===== src/rtl/reg_write_queue_if.sv =====
// Bundles the two producer handshakes and the register file write port
// for the writeback queue. The queue is the slave; producers and the
// register file side together form the master.
interface reg_write_queue_if #(
    parameter int DATA_W = 16,
    parameter int ADDR_W = 3
);
    logic              mem_valid;
    logic [ADDR_W-1:0] mem_num;
    logic [DATA_W-1:0] mem_data;
    logic              mem_ready;

    logic              alu_valid;
    logic [ADDR_W-1:0] alu_num;
    logic [DATA_W-1:0] alu_data;
    logic              alu_ready;

    logic              regWrite;
    logic [ADDR_W-1:0] regWriteNum;
    logic [DATA_W-1:0] writeData;

    modport slave (
        input  mem_valid, mem_num, mem_data,
        input  alu_valid, alu_num, alu_data,
        output mem_ready, alu_ready,
        output regWrite, regWriteNum, writeData
    );

    modport master (
        output mem_valid, mem_num, mem_data,
        output alu_valid, alu_num, alu_data,
        input  mem_ready, alu_ready,
        input  regWrite, regWriteNum, writeData
    );
endinterface


===== src/rtl/reg_write_queue.sv =====
// Writeback queue in front of the 8x16 register file write port.
// Two producers (memory/load path and ALU path) push {num, data} entries
// into a small circular FIFO; one entry retires per cycle unless held.
// Writes to r0 are swallowed at the input and flagged with a pulse.
// Pending entries can be searched so the read side can forward the
// youngest queued value for a register.
module reg_write_queue #(
    parameter int DATA_W = 16,
    parameter int ADDR_W = 3,
    parameter int DEPTH  = 4
) (
    input  logic                     clk,
    input  logic                     rst_n,
    input  logic                     hold,
    reg_write_queue_if.slave         bus,
    input  logic [ADDR_W-1:0]        chk_num1,
    output logic                     chk_hit1,
    output logic [DATA_W-1:0]        chk_data1,
    input  logic [ADDR_W-1:0]        chk_num2,
    output logic                     chk_hit2,
    output logic [DATA_W-1:0]        chk_data2,
    output logic [$clog2(DEPTH):0]   count,
    output logic                     dropped_r0
);

    localparam int PTR_W = $clog2(DEPTH);
    localparam int CNT_W = PTR_W + 1;

    localparam logic [CNT_W-1:0] LVL_ONE_FREE = CNT_W'(DEPTH - 1);
    localparam logic [CNT_W-1:0] LVL_TWO_FREE = CNT_W'(DEPTH - 2);

    // Entry storage; contents are don't-care until written, so no reset.
    logic [ADDR_W-1:0] r_numMem  [DEPTH];
    logic [DATA_W-1:0] r_dataMem [DEPTH];

    logic [PTR_W-1:0]  r_wrPtr;
    logic [PTR_W-1:0]  r_rdPtr;
    logic [CNT_W-1:0]  r_count;
    logic              r_dropped;

    logic              w_memReady;
    logic              w_aluReady;
    logic              w_memXfer;
    logic              w_aluXfer;
    logic              w_memEnq;
    logic              w_aluEnq;
    logic              w_memIsR0;
    logic              w_aluIsR0;
    logic              w_pop;
    logic [PTR_W-1:0]  w_aluSlot;
    logic [PTR_W-1:0]  w_wrPtrNext;
    logic [CNT_W-1:0]  w_countNext;

    logic [PTR_W-1:0]  w_slotIdx  [DEPTH];
    logic              w_slotLive [DEPTH];

    logic              w_hit1;
    logic [DATA_W-1:0] w_data1;
    logic              w_hit2;
    logic [DATA_W-1:0] w_data2;

    // Readiness looks only at the registered occupancy. The ALU path must
    // leave room for a simultaneous memory request, which is older and
    // therefore takes the first free slot.
    always_comb begin
        w_memReady = (r_count <= LVL_ONE_FREE);
        if (bus.mem_valid) begin
            w_aluReady = (r_count <= LVL_TWO_FREE);
        end else begin
            w_aluReady = (r_count <= LVL_ONE_FREE);
        end
    end

    // Handshake decode: an accepted r0 request is consumed without taking
    // a slot, so only non-r0 transfers become enqueues.
    always_comb begin
        w_memIsR0   = (bus.mem_num == '0);
        w_aluIsR0   = (bus.alu_num == '0);
        w_memXfer   = bus.mem_valid && w_memReady;
        w_aluXfer   = bus.alu_valid && w_aluReady;
        w_memEnq    = w_memXfer && !w_memIsR0;
        w_aluEnq    = w_aluXfer && !w_aluIsR0;
        w_pop       = (r_count != '0) && !hold;
        w_aluSlot   = r_wrPtr + PTR_W'(w_memEnq);
        w_wrPtrNext = r_wrPtr + PTR_W'(w_memEnq) + PTR_W'(w_aluEnq);
        w_countNext = r_count + CNT_W'(w_memEnq) + CNT_W'(w_aluEnq)
                    - CNT_W'(w_pop);
    end

    // Write accepted entries; the mem entry lands first, the alu entry
    // directly behind it when both arrive together.
    always_ff @(posedge clk) begin
        if (w_memEnq) begin
            r_numMem[r_wrPtr]  <= bus.mem_num;
            r_dataMem[r_wrPtr] <= bus.mem_data;
        end
        if (w_aluEnq) begin
            r_numMem[w_aluSlot]  <= bus.alu_num;
            r_dataMem[w_aluSlot] <= bus.alu_data;
        end
    end

    // Pointer, occupancy and r0-drop pulse bookkeeping.
    always_ff @(posedge clk or negedge rst_n) begin
        if (!rst_n) begin
            r_wrPtr   <= '0;
            r_rdPtr   <= '0;
            r_count   <= '0;
            r_dropped <= 1'b0;
        end else begin
            r_wrPtr   <= w_wrPtrNext;
            r_rdPtr   <= r_rdPtr + PTR_W'(w_pop);
            r_count   <= w_countNext;
            r_dropped <= (w_memXfer && w_memIsR0) || (w_aluXfer && w_aluIsR0);
        end
    end

    // Map each age position (0 = oldest) to its physical slot and mark
    // which positions currently hold a queued entry.
    always_comb begin
        for (int i = 0; i < DEPTH; i++) begin
            w_slotIdx[i]  = r_rdPtr + PTR_W'(i);
            w_slotLive[i] = (CNT_W'(i) < r_count);
        end
    end

    // Forwarding search, walking oldest to youngest so the last match
    // seen is the youngest pending value. r0 never hits.
    always_comb begin
        w_hit1  = 1'b0;
        w_data1 = '0;
        w_hit2  = 1'b0;
        w_data2 = '0;
        for (int i = 0; i < DEPTH; i++) begin
            if (w_slotLive[i] && (chk_num1 != '0) &&
                (r_numMem[w_slotIdx[i]] == chk_num1)) begin
                w_hit1  = 1'b1;
                w_data1 = r_dataMem[w_slotIdx[i]];
            end
            if (w_slotLive[i] && (chk_num2 != '0) &&
                (r_numMem[w_slotIdx[i]] == chk_num2)) begin
                w_hit2  = 1'b1;
                w_data2 = r_dataMem[w_slotIdx[i]];
            end
        end
    end

    // Retire port: the head entry is presented whenever the queue is not
    // empty; the address and data read as zero when there is nothing queued.
    always_comb begin
        bus.regWrite    = w_pop;
        bus.regWriteNum = '0;
        bus.writeData   = '0;
        if (r_count != '0) begin
            bus.regWriteNum = r_numMem[r_rdPtr];
            bus.writeData   = r_dataMem[r_rdPtr];
        end
    end

    // Remaining output connections.
    always_comb begin
        bus.mem_ready = w_memReady;
        bus.alu_ready = w_aluReady;
        chk_hit1      = w_hit1;
        chk_data1     = w_data1;
        chk_hit2      = w_hit2;
        chk_data2     = w_data2;
        count         = r_count;
        dropped_r0    = r_dropped;
    end

endmodule


===== src/flat_wrapper.sv =====
// flat-port wrapper written by rule: the top's interface ports become plain ports
module reg_write_queue_flat 
#(
    parameter int DATA_W = 16,
    parameter int ADDR_W = 3,
    parameter int DEPTH  = 4
)
  (clk, rst_n, hold, chk_num1, chk_hit1, chk_data1, chk_num2, chk_hit2, chk_data2, count, dropped_r0, bus_mem_valid, bus_mem_num, bus_mem_data, bus_alu_valid, bus_alu_num, bus_alu_data, bus_mem_ready, bus_alu_ready, bus_regWrite, bus_regWriteNum, bus_writeData);
  reg_write_queue_if #(.DATA_W(DATA_W), .ADDR_W(ADDR_W)) bus_i ();
  input  logic clk;
  input  logic rst_n;
  input  logic hold;
  input  logic [ADDR_W-1:0] chk_num1;
  output logic chk_hit1;
  output logic [DATA_W-1:0] chk_data1;
  input  logic [ADDR_W-1:0] chk_num2;
  output logic chk_hit2;
  output logic [DATA_W-1:0] chk_data2;
  output logic [$clog2(DEPTH):0] count;
  output logic dropped_r0;
  input wire logic [$bits(bus_i.mem_valid)-1:0] bus_mem_valid;
  input wire logic [$bits(bus_i.mem_num)-1:0] bus_mem_num;
  input wire logic [$bits(bus_i.mem_data)-1:0] bus_mem_data;
  input wire logic [$bits(bus_i.alu_valid)-1:0] bus_alu_valid;
  input wire logic [$bits(bus_i.alu_num)-1:0] bus_alu_num;
  input wire logic [$bits(bus_i.alu_data)-1:0] bus_alu_data;
  output wire logic [$bits(bus_i.mem_ready)-1:0] bus_mem_ready;
  output wire logic [$bits(bus_i.alu_ready)-1:0] bus_alu_ready;
  output wire logic [$bits(bus_i.regWrite)-1:0] bus_regWrite;
  output wire logic [$bits(bus_i.regWriteNum)-1:0] bus_regWriteNum;
  output wire logic [$bits(bus_i.writeData)-1:0] bus_writeData;
  assign bus_i.mem_valid = bus_mem_valid;
  assign bus_i.mem_num = bus_mem_num;
  assign bus_i.mem_data = bus_mem_data;
  assign bus_i.alu_valid = bus_alu_valid;
  assign bus_i.alu_num = bus_alu_num;
  assign bus_i.alu_data = bus_alu_data;
  assign bus_mem_ready = bus_i.mem_ready;
  assign bus_alu_ready = bus_i.alu_ready;
  assign bus_regWrite = bus_i.regWrite;
  assign bus_regWriteNum = bus_i.regWriteNum;
  assign bus_writeData = bus_i.writeData;
  reg_write_queue #(.DATA_W(DATA_W), .ADDR_W(ADDR_W), .DEPTH(DEPTH)) u_core (.clk(clk), .rst_n(rst_n), .hold(hold), .bus(bus_i), .chk_num1(chk_num1), .chk_hit1(chk_hit1), .chk_data1(chk_data1), .chk_num2(chk_num2), .chk_hit2(chk_hit2), .chk_data2(chk_data2), .count(count), .dropped_r0(dropped_r0));
endmodule

===== config.mk =====
export PLATFORM = sky130hd
export DESIGN_NAME = reg_write_queue_flat
export DESIGN_NICKNAME = d
export VERILOG_FILES = /design/src/rtl/reg_write_queue_if.sv /design/src/rtl/reg_write_queue.sv /design/src/flat_wrapper.sv
export SDC_FILE = /design/constraint.sdc
export NUM_CORES = 1
export LEC_CHECK = 0
export CAP_MARGIN = 20
export CORE_MARGIN = 3
export CORE_UTILIZATION = 30
export DETAILED_ROUTE_END_ITERATION = 8
export PLACE_DENSITY_LB_ADDON = 0.25
export SLEW_MARGIN = 15
export SYNTH_ARGS = -nofsm -noshare
export SYNTH_HDL_FRONTEND = slang
export SYNTH_SLANG_ARGS = --single-unit

===== constraint.sdc =====
create_clock -name clk -period 3.95 [get_ports clk]
set_input_delay 0.79 -clock clk [delete_from_list [all_inputs] [get_ports clk]]
set_output_delay 0.79 -clock clk [all_outputs]
set_load 0.005 [all_outputs]

==> results.json <==
{
  "status": "finished, violations left",
  "violations": "negative setup slack",
  "cts_hold_buffers": 0,
  "die_y_um": 161,
  "period_share": 1.02,
  "layout.nets": 870,
  "ctsHtreeMaxLevel": 3,
  "p_sw_frac": 0.425,
  "r2r_end": "u_core.r_dataMem[3][10]",
  "die_x_um": 161,
  "synthArstFlopShare": 0.0952,
  "wire_per_inst_um": 18.7,
  "vdd_drop_max_mv": 0.416,
  "cts_tree": "yes",
  "p_seq_frac": 0.180,
  "hpwl_um": 16600,
  "final_cell_area_um2": 9690,
  "postPlaceCellArea_um2": 9050,
  "final_common_cell": "mux2_2",
  "fin_skew_ps": 5.22,
  "fmax_mhz": 248,
  "fin_ws_ps": -88.6,
  "power_leakage_nw": 3.81,
  "core_um2": 23500,
  "cts_buffers": 9,
  "layout_common_cells": "mux2_2 (94), mux2i_1 (85), clkdlybuf4s50_1 (76), edfxtp_1 (76), buf_4 (70)",
  "syn_nets": 721,
  "arrival_ps": 3250,
  "slew-limit-headroom": 0.643,
  "drt-initial-drc-count": 339,
  "final_hold_viol_count": 0,
  "dr.pass1.iters": 8,
  "routed_wl_um": 21300,
  "grt.overflow.total": 0,
  "grt_pass1_wl_um": 33100,
  "yosys.cell_types.count": 46,
  "r2r-start": "u_core.count[1]",
  "io_pins": 109,
  "portBuffers": 108,
  "synth-edff-count": 76,
  "vias": 5728,
  "ys_ff_latch": 84,
  "rr_worst_depth": 10,
  "cts.sinks": 84,
  "tightest_slew_ps": 529,
  "grt_use_total": 0.159,
  "seq_area_frac_synth": 0.343,
  "endpoint_kind": "output port",
  "synth_cells": 664,
  "comb_power_share": 0.719,
  "clock_path_buffers": 2,
  "rows": 56,
  "drc": 0,
  "synth_area_per_cell_um2": 10.9,
  "dieArea_um2": 26000,
  "fin_hold_ws_ps": 631,
  "worstPathRequired_ps": 3160,
  "finalCriticalPeriod_ps": 4040,
  "critical_path_class": "flip-flop to output port",
  "drive_gt1_frac": 0.337,
  "slew_violations": 0,
  "rsz0062_at_grt": "true",
  "grt_max_degree": 65,
  "cts.clk_slew.worst_paths_ps": 60,
  "synth_area_um2": 7230,
  "hold_path_depth": 1,
  "drt-vias-per-instance": 5.04,
  "p_switching_w": 0.00348,
  "setup_viol": 3,
  "yosysWarnings": 0,
  "hold_end": "u_core.r_rdPtr[1]",
  "clockRootBuffer": "clkbuf_16",
  "worst_setup_path_start_kind": "flip-flop",
  "antenna_cells": 0,
  "crit_fanout": 13,
  "rrSetupSlack_ps": 1140,
  "pwr-share-clk": 0.101,
  "hp-class": "flip-flop to flip-flop",
  "synthToLayoutAreaGrowth_pct": 34.0,
  "max_cap_viol_count": 0,
  "ys_dominant_reg_cell": "edfxtp_1",
  "clk_latency_ps": 330,
  "antenna_found_initial": 0,
  "min_from": "u_core.r_rdPtr[1]",
  "grt_pass1_vias": 5638,
  "postRouteAntennaNets": 0,
  "gp_congestion": 0.894,
  "p_int_w": 0.00472,
  "power.density_nw_per_um2": 847,
  "initial_core_util": 0.307,
  "dp_slack_ps": -435
}
==> through the flow <==
stage	cells	TNS, ps	power [W]	utilization
after global routing	1137	-1020	0.00878	0.412
after global placement	1100	-8730	0.00720	0.385
after detailed placement	1100	-8780	0.00721	0.385
after CTS	1121	-1580	0.00805	0.402
after floorplan	664	0	0.00471	-
final	1137	-172	0.00820	0.412
==> registers in the layout, indices dropped and copies added (netlist names) <==
name / cells
u_core.r_wrPtr: 2
u_core.r_dataMem: 64
u_core.r_rdPtr: 2
u_core.dropped_r0: 1
u_core.count: 3
u_core.r_numMem: 12
==> how the worst max path moves through the flow <==
stage | start | to | slack [ps]
3_5_place_dp | chk_num2[2] | chk_data2[4] | -440
5_1_grt | u_core.r_rdPtr[0] | chk_data1[5] | -220
6_report | u_core.r_rdPtr[1] | chk_data1[5] | -90
4_1_cts | u_core.r_rdPtr[0] | chk_data1[4] | -190
3_3_place_gp | chk_num2[2] | chk_data2[5] | -440
2_1_floorplan | chk_num2[2] | chk_data2[14] | 500
==> power groups by stage <==
stage / Combinational [W] / Clock (W) / Sequential, W
2_1_floorplan: 0.00331 / 0 / 0.00140
3_3_place_gp: 0.00571 / 0 / 0.00149
3_5_place_dp: 0.00571 / 0 / 0.00150
4_1_cts: 0.00573 / 0.000843 / 0.00148
5_1_grt: 0.00639 / 0.000880 / 0.00151
6_report: 0.00590 / 0.000829 / 0.00148
==> cell families (layout without fill, tap and decap cells) <==
family | after synthesis | in the layout | synth area share
AOI/OAI and AO/OA | 130 | 130 | 0.150
adders and majority gates | 8 | 8 | 0.0159
muxes | 191 | 191 | 0.302
buffers and inverters | 68 | 222 | 0.0454
and+or+nand+nor | 162 | 162 | 0.118
xor gates and xnor gates | 21 | 21 | 0.0254
DFF | 84 | 84 | 0.343
==> cells in the mapped netlist, types with 4 or more instances <==
master / n / area [um2]
o31ai_1: 6 / 45.0
nor3_1: 4 / 20.0
ha_1: 6 / 75.1
o31ai_2: 10 / 125
dfrtp_1: 8 / 200
mux4_2: 12 / 270
a22oi_1: 16 / 120
a2111oi_0: 16 / 140
mux2i_1: 85 / 851
nor2b_1: 24 / 150
or3_1: 5 / 31.3
a211oi_1: 19 / 143
xnor2_1: 8 / 70.1
nand2b_1: 15 / 93.8
mux2_2: 94 / 1060
and3_1: 18 / 113
xor2_1: 13 / 114
a221oi_2: 10 / 150
a221oi_1: 6 / 52.6
o21ai_0: 34 / 170
and2_1: 18 / 113
nand3_1: 7 / 35.0
nand2_1: 58 / 218
buf_6: 7 / 78.8
buf_1: 7 / 26.3
inv_1: 10 / 37.5
clkbuf_1: 30 / 113
nor2_1: 7 / 26.3
buf_2: 11 / 55.1
edfxtp_1: 76 / 2280
==> layout make-up <==
class,instances,area [um2]
Tap cell,319,399
Timing Repair Buffer,196,1860
Inverter,10,37.5
Clock inverter,4,50.0
Fill cell,2306,13900
Clock buffer,12,246
Multi-Input combinational cell,512,4610
Sequential cell,84,2490
==> routing by layer <==
metal,track usage,up-vias,routed length [um]
li1,-,2856,-
met1,0.243,2732,10900
met2,0.238,128,9110
met3,0.0259,12,1020
met4,0.0336,0,194
met5,0,-,0
==> worst max-delay path, stage by stage (launching register included) <==
cell and delay (ps):
dfrtp_4 510, mux4_2 590, xor2_1 270, nor4_4 90, buf_4 220, a2111oi_1 370, a211oi_1 100, o31ai_2 230
clkdlybuf4s50_1 540
==> timing repair <==
item,CTS,global route
gates resized for setup,58,56
pin swaps,7,9
buffers inserted,5,15
endpoints found under the setup margin,34,31
cloned,0,1
Power figures use the tool's default switching activity.
